<file path="src/rtl/id_ex_skid_stage.sv">
// ID/EX pipeline stage with valid/ready handshake and a 2-entry skid buffer.
// Entry M drives the execute side; entry S catches the one beat that can
// arrive while M is stalled. flush_i squashes both entries plus the incoming beat.
// Optional perf counters (stall_cnt_o, flush_cnt_o) when ID_EX_SKID_PERF_EN is defined.
module id_ex_skid_stage #(
  parameter int WIDTH  = 32,
  parameter int REGW   = 5,
  parameter int CTRL_W = 10
) (
  input  logic              clk_i,
  input  logic              reset_ni,
  input  logic              valid_i,
  output logic              ready_o,
  input  logic              flush_i,
  input  logic [WIDTH-1:0]  rd1_i,
  input  logic [WIDTH-1:0]  rd2_i,
  input  logic [WIDTH-1:0]  sign_imm_i,
  input  logic [WIDTH-1:0]  se_shamt_i,
  input  logic [WIDTH-1:0]  pc_plus4_i,
  input  logic [REGW-1:0]   rs_i,
  input  logic [REGW-1:0]   rt_i,
  input  logic [REGW-1:0]   rd_i,
  input  logic [5:0]        funct_i,
  input  logic [CTRL_W-1:0] ctrl_i,
  output logic              valid_o,
  input  logic              ready_i,
  output logic [WIDTH-1:0]  rd1_o,
  output logic [WIDTH-1:0]  rd2_o,
  output logic [WIDTH-1:0]  sign_imm_o,
  output logic [WIDTH-1:0]  se_shamt_o,
  output logic [WIDTH-1:0]  pc_plus4_o,
  output logic [REGW-1:0]   rs_o,
  output logic [REGW-1:0]   rt_o,
  output logic [REGW-1:0]   rd_o,
  output logic [5:0]        funct_o,
  output logic [CTRL_W-1:0] ctrl_o
`ifdef ID_EX_SKID_PERF_EN
  ,
  output logic [31:0]       stall_cnt_o,
  output logic [31:0]       flush_cnt_o
`endif
);

  typedef struct packed {
    logic [WIDTH-1:0]  rd1;
    logic [WIDTH-1:0]  rd2;
    logic [WIDTH-1:0]  sign_imm;
    logic [WIDTH-1:0]  se_shamt;
    logic [WIDTH-1:0]  pc_plus4;
    logic [REGW-1:0]   rs;
    logic [REGW-1:0]   rt;
    logic [REGW-1:0]   rd;
    logic [5:0]        funct;
    logic [CTRL_W-1:0] ctrl;
  } payload_t;

  payload_t in_p, m_q, m_d, s_q, s_d;
  logic     m_vld_q, m_vld_d, s_vld_q, s_vld_d;
  logic     rdy_q;
  logic     accept, drain;

  assign in_p = '{rd1: rd1_i, rd2: rd2_i, sign_imm: sign_imm_i, se_shamt: se_shamt_i,
                  pc_plus4: pc_plus4_i, rs: rs_i, rt: rt_i, rd: rd_i,
                  funct: funct_i, ctrl: ctrl_i};

  assign accept = valid_i & rdy_q;
  assign drain  = m_vld_q & ready_i;

  // Next-state for both entries; flush beats drain, drain beats a plain accept.
  always_comb begin
    m_d     = m_q;
    s_d     = s_q;
    m_vld_d = m_vld_q;
    s_vld_d = s_vld_q;
    if (flush_i) begin
      m_vld_d = 1'b0;
      s_vld_d = 1'b0;
    end else if (drain) begin
      if (s_vld_q) begin
        // ready_o is low while S is full, so no accept can coincide here
        m_d     = s_q;
        s_vld_d = 1'b0;
      end else if (accept) begin
        m_d = in_p;
      end else begin
        m_vld_d = 1'b0;
      end
    end else if (accept) begin
      if (!m_vld_q) begin
        m_d     = in_p;
        m_vld_d = 1'b1;
      end else begin
        s_d     = in_p;
        s_vld_d = 1'b1;
      end
    end
  end

  // State registers; ready is registered from next S occupancy so ready_i never
  // reaches ready_o combinationally.
  always_ff @(posedge clk_i) begin
    if (!reset_ni) begin
      m_q     <= '0;
      s_q     <= '0;
      m_vld_q <= 1'b0;
      s_vld_q <= 1'b0;
      rdy_q   <= 1'b0;
    end else begin
      m_q     <= m_d;
      s_q     <= s_d;
      m_vld_q <= m_vld_d;
      s_vld_q <= s_vld_d;
      rdy_q   <= !s_vld_d;
    end
  end

  assign ready_o    = rdy_q;
  assign valid_o    = m_vld_q;
  assign rd1_o      = m_q.rd1;
  assign rd2_o      = m_q.rd2;
  assign sign_imm_o = m_q.sign_imm;
  assign se_shamt_o = m_q.se_shamt;
  assign pc_plus4_o = m_q.pc_plus4;
  assign rs_o       = m_q.rs;
  assign rt_o       = m_q.rt;
  assign rd_o       = m_q.rd;
  assign funct_o    = m_q.funct;
  // Bubbles must never carry write enables into execute
  assign ctrl_o     = m_vld_q ? m_q.ctrl : '0;

`ifdef ID_EX_SKID_PERF_EN
  logic [31:0] stall_cnt_q, flush_cnt_q;

  // Saturating counters of execute stall cycles and flush edges.
  always_ff @(posedge clk_i) begin
    if (!reset_ni) begin
      stall_cnt_q <= '0;
      flush_cnt_q <= '0;
    end else begin
      if (m_vld_q && !ready_i && (stall_cnt_q != 32'hFFFF_FFFF))
        stall_cnt_q <= stall_cnt_q + 32'd1;
      if (flush_i && (flush_cnt_q != 32'hFFFF_FFFF))
        flush_cnt_q <= flush_cnt_q + 32'd1;
    end
  end

  assign stall_cnt_o = stall_cnt_q;
  assign flush_cnt_o = flush_cnt_q;
`endif

endmodule

</file>
<file path="config.mk">
export PLATFORM = sky130hd
export DESIGN_NAME = id_ex_skid_stage
export DESIGN_NICKNAME = d
export VERILOG_FILES = /design/src/rtl/id_ex_skid_stage.sv
export SDC_FILE = /design/constraint.sdc
export NUM_CORES = 1
export LEC_CHECK = 0
export BUFFER_PORTS_ARGS = -buffer_cell sky130_fd_sc_hd__buf_4
export CAP_MARGIN = 0
export CELL_PAD_IN_SITES_DETAIL_PLACEMENT = 0
export CELL_PAD_IN_SITES_GLOBAL_PLACEMENT = 1
export CORE_UTILIZATION = 40
export DETAILED_ROUTE_END_ITERATION = 7
export MAX_ROUTING_LAYER = met4
export PLACE_DENSITY = 0.78
export SLEW_MARGIN = 5
export SYNTH_ARGS = -nofsm -noshare
export SYNTH_HDL_FRONTEND = slang
export SYNTH_SLANG_ARGS = --single-unit
</file>
<file path="constraint.sdc">
create_clock -name clk_i -period 3.4 [get_ports clk_i]
set_clock_uncertainty 0.15 [all_clocks]
set_input_delay 0.34 -clock clk_i [delete_from_list [all_inputs] [get_ports clk_i]]
set_output_delay 0.34 -clock clk_i [all_outputs]
set_load 0.05 [all_outputs]
</file>
## Yosys cells after proc, flatten, opt, wreduce, memory -nomap -nowiden

Index checks and enable logic that the tools add are counted.

| word-level totals | value |
|---|---|
| output and inout bits | 193 |
| register bits after elaboration | 385 |
| logic and storage cells | 52 |
| input bits | 196 |

| operators by class | value |
|---|---|
| equal/unequal tests | 3 |
| bitwise operators | 5 |
| reduce and logical (&&, ||, !) cells | 7 |
| multiplexer cells | 14 |

Operator list:

| kind | number |
|---|---|
| $mux 191 | 5 |
| $mux 10 | 1 |
| $mux 1 | 8 |
| $reduce_and 4->1 | 2 |
| $ne 2x2->1 const B | 2 |
| $reduce_bool 2->1 | 2 |
| $not 1->1 | 3 |
| $reduce_and 3->1 | 1 |
| $and 1x1->1 | 2 |
| $ne 2x1->1 const B | 1 |
| $reduce_or 2->1 | 1 |
| $logic_not 1->1 | 1 |

## Depth between registers and ports, before layout

| depth | value |
|---|---|
| depth after elaboration | 5 |
| gate-level depth with buffers | 6 |
| mapped depth without buffers | 3 |

## Worst setup path before layout

No wires, ideal clock.

| timing path | value |
|---|---|
| path kind | flip-flop to output port |
| start | register m_vld_q (netlist: valid_o) |
| end | output ctrl_o[0] |
| cell stages (with the launch flop) | 4 |
| buffers on the path | 2 |
| slack | 1.415 ns |
| data arrival time | 1.495 ns |
| required time | 2.910 ns |
| path through | dfxtp_1 buf_4 clkbuf_1 and2_1 |

| between the ends | value |
|---|---|
| cells in the longest elaborated chain, start to end | 1 |

Ends and longest elaborated chain:

| what | line | RTL |
|---|---|---|
| from (decl) | 58 | `logic m_vld_q, m_vld_d, s_vld_q, s_vld_d;` |
| from (signal assigned) | 111 | `m_vld_q <= m_vld_d;` |
| $mux 10 | 129 | `assign ctrl_o = m_vld_q ? m_q.ctrl : '0;` |
| to (decl) | 36 | `output logic [CTRL_W-1:0] ctrl_o` |

Every way passes these cells.

## Worst setup path in the final report

| timing path | value |
|---|---|
| start | register m_vld_q (netlist: valid_o) |
| end | register m_q, in the netlist se_shamt_o[30] |

| between the ends | value |
|---|---|
| cells in the longest elaborated chain, start to end | 3 |
| elaborated cells on any way between the ends | 5 |
| classes of those cells | eq/ne (1); mux (1); bitwise (1); reduce/logical (2) |

Ends and longest elaborated chain:

| what | line | RTL |
|---|---|---|
| $and 1x1->1 | 67 | `assign drain = m_vld_q & ready_i;` |
| $ne 2x1->1 (no line) or $reduce_bool 2->1 (tied branches) | - |  |
| $reduce_and 4->1 (no line) | - |  |
| to (signal assigned) | 109 | `m_q <= m_d;` |
| to (decl) | 57 | `payload_t in_p, m_q, m_d, s_q, s_d;` |

Several ways; a longest one is shown, not always the timed one.
A chain may end at the register's enable or synchronous reset.

==> results.toml <==
[setup_path]
reg2reg_slack_ns = 0.90
reg2reg_depth = 5
cp-end-kind = "register"
worstSetupStartpoint = "valid_o"
r2r_start = "valid_o"
critPathMaxFanout = 69
cp-start-kind = "register"
critPathKind = "register to register"
cp_data_arrival_time_ns = 2.75
worstPathRequired_ns = 3.65
rr_endpoint = "se_shamt_o[30]"

[sta]
whs_ns = 0.3210
max-slew-margin-rel_pct = 21.44
tns_ns = 0
report.final.slew_viol_count = 0
finalHoldViolCount = 0
setup_viol = 0
clock.fmax_mhz = 400.0
tightest_slew_ns = 1.178
layout_min_cycle_time_ns = 2.500
finalCritPeriodShare_pct = 73.53
rsz0062_at_grt = "false"

[placement]
io_buffer_count = 388
placed_area_um2 = 20380
gp_congestion = 0.8245
post-dp-hpwl_mm = 31.81

[pwr]
p_int_uw = 8081
total_power_uw = 11150
switchingPower_uw = 3066
p_sw_share_pct = 27.51
power_frac_comb_pct = 15.6
p_leak_uw = 0.009740
vdd_drop_max_v = 0.0003823
powerDensity_nw_per_um2 = 469.6
clockPowerShare_pct = 42.1
p_seq_share_pct = 42.3

[synth]
synthesis.nets = 2166
synthFlopType = "dfxtp_1"
synth.largest_area_cell = "dfxtp_1"
netlist_top_cells_area = "dfxtp_1, a211oi_2, mux2i_1"
yosysSeqAreaShare_pct = 40.96
syn_inst = 1970
synth-async-reset-ratio_pct = 0
yosysWarnings = 0
post_synth.cell_area_avg_um2 = 9.551
synth_edf_count = 0
ys_seq_elements = 385
netlist.area_leader.share_pct = 40.96
synth.cell_area_um2 = 18820
synth_cell_type_count = 25

[floorplanning]
die_w_um = 218.9
die_height_um = 218.9
start_util_pct = 40.50
io_pins = 389
core_area_um2 = 46460
rows = 79
die-area_um2 = 47910

[cells_and_area]
syn2layout_area_growth_pct = 26.15
final_common_cell = "buf_4"
fillCellCount = 4169
mostFrequentLayoutCells = "buf_4, dfxtp_1, dlygate4sd3_1, a31oi_1"
final_util_pct = 51.09
drive_gt1_share_pct = 30.29
layout.nets = 2410
final_area_um2 = 23740

[cts]
clk_latency_ns = 0.57
clkTransAtPathRegs_ns = 0.06
hold_buffers = 194
cts_tree = "built"
max-clock-path-buffers = 3
cts_buffers = 44
cts.repair.resized = 0
h-tree-depth = 2
root_buffer = "clkbuf_16"
post-cts-setup-buffers = 0
clock-sinks = 385

[routing]
remaining_drc_errors = 0
drtPass1Iterations = 5
vias = 16400
totalWireLength_mm = 57.74
antenna_left = 0
wl_per_cell_um = 20.24
drt_iter0_drc = 1382
viasPerCell = 5.748

[global_routing]
grt_overflow = 0
antenna_found_initial = 4
grtUsageTotal_pct = 23.60
grt_max_degree = 233
grt_pass1_wl_mm = 89.00
grt_pass1_vias = 15820

[worst_hold_path]
hold_path.class = "register to register"
min_to = "s_q[11]"
hold_start = "s_q[11]"
hold_depth = 2

[flow_run]
cap_violations = 0

[run_status]
status = "complete, no violations"
==> sequential cells by signal, indices dropped and copies added, names as in the netlist, 5 cells and up <==
signal	cells
pc_plus4_o	32
sign_imm_o	32
s_q	191
funct_o	6
rd_o	5
rt_o	5
m_q	10
rd2_o	32
rs_o	5
se_shamt_o	32
rd1_o	32
==> worst max-delay path, stage by stage, from the launching register on <==
cell and delay [ns]:
dfxtp_1 0.42, buf_4 0.28, a22o_4 0.19, and3_4 0.58
buf_12 0.41, a211oi_2 0.15
==> how the worst max path moves through the flow <==
stage / cells past startpoint / to / slack (ns)
2_1_floorplan: 3 / ctrl_o[0] / 1.41
3_3_place_gp: 6 / rd2_o[26] / 0.84
3_5_place_dp: 6 / rd2_o[27] / 0.77
4_1_cts: 5 / se_shamt_o[20] / 0.91
5_1_grt: 5 / se_shamt_o[30] / 0.82
6_report: 5 / se_shamt_o[30] / 0.90
==> power groups by stage <==
| stage | sequential (uW) | clock (uW) | combinational, uW |
|---|---|---|---|
| 4_1_cts | 4720 | 4810 | 1730 |
| 2_1_floorplan | 4790 | 0 | 1170 |
| 6_report | 4720 | 4700 | 1740 |
| 3_3_place_gp | 4810 | 0 | 1530 |
| 3_5_place_dp | 4810 | 0 | 1540 |
| 5_1_grt | 4730 | 4980 | 1830 |
==> synthesized netlist by cell type (11+ instances only) <==
cell      instances
buf_4           199
mux2i_1         191
a211oi_2        190
buf_6            21
dfxtp_1         385
and2_1           11
a21oi_1         191
nand3_1         192
clkbuf_1        110
buf_2            76
a31oi_1         192
o21ai_0         191
==> stage by stage <==
stage,cells,worst slack (ns)
after floorplan,1970,1.415
after global placement,2581,0.8364
after detailed placement,2581,0.7750
after CTS,2849,0.9118
after global routing,2853,0.8207
final,2853,0.8998
==> kinds of logic (layout without fill, tap and decap cells) <==
| family | Yosys count | in the layout | share of synthesized area, % |
|---|---|---|---|
| AO/OA/AOI/OAI | 768 | 768 | 29.35 |
| buffers and inverters | 416 | 688 | 13.77 |
| flip-flops | 385 | 385 | 40.96 |
| multiplexers | 191 | 191 | 10.16 |
| other | 0 | 4 | 0 |
| AND/OR/NAND/NOR | 210 | 210 | 5.759 |
==> metal layers <==
layer / up-vias / global-route usage [%] / routed length, um
met2: 601 / 36.55 / 27290
li1: 7609 / - / -
met5: - / - / 0
met3: 109 / 4.560 / 3840
met1: 8080 / 30.59 / 24970
met4: 0 / 8.241 / 1634
==> cell type report <==
| class | instances | area (um2) | share of cell area [%] |
|---|---|---|---|
| Inverter | 2 | 22.52 | 0.09488 |
| Clock buffer | 65 | 1301 | 5.482 |
| Antenna cell | 4 | 10.01 | 0.04217 |
| Sequential cell | 385 | 7707 | 32.47 |
| Tap cell | 607 | 759.5 | 3.200 |
| Multi-Input combinational cell | 1169 | 8547 | 36.01 |
| Clock inverter | 9 | 105.1 | 0.4428 |
| Timing Repair Buffer | 612 | 5284 | 22.26 |
No activity file was read; power rests on OpenSTA's default activity.
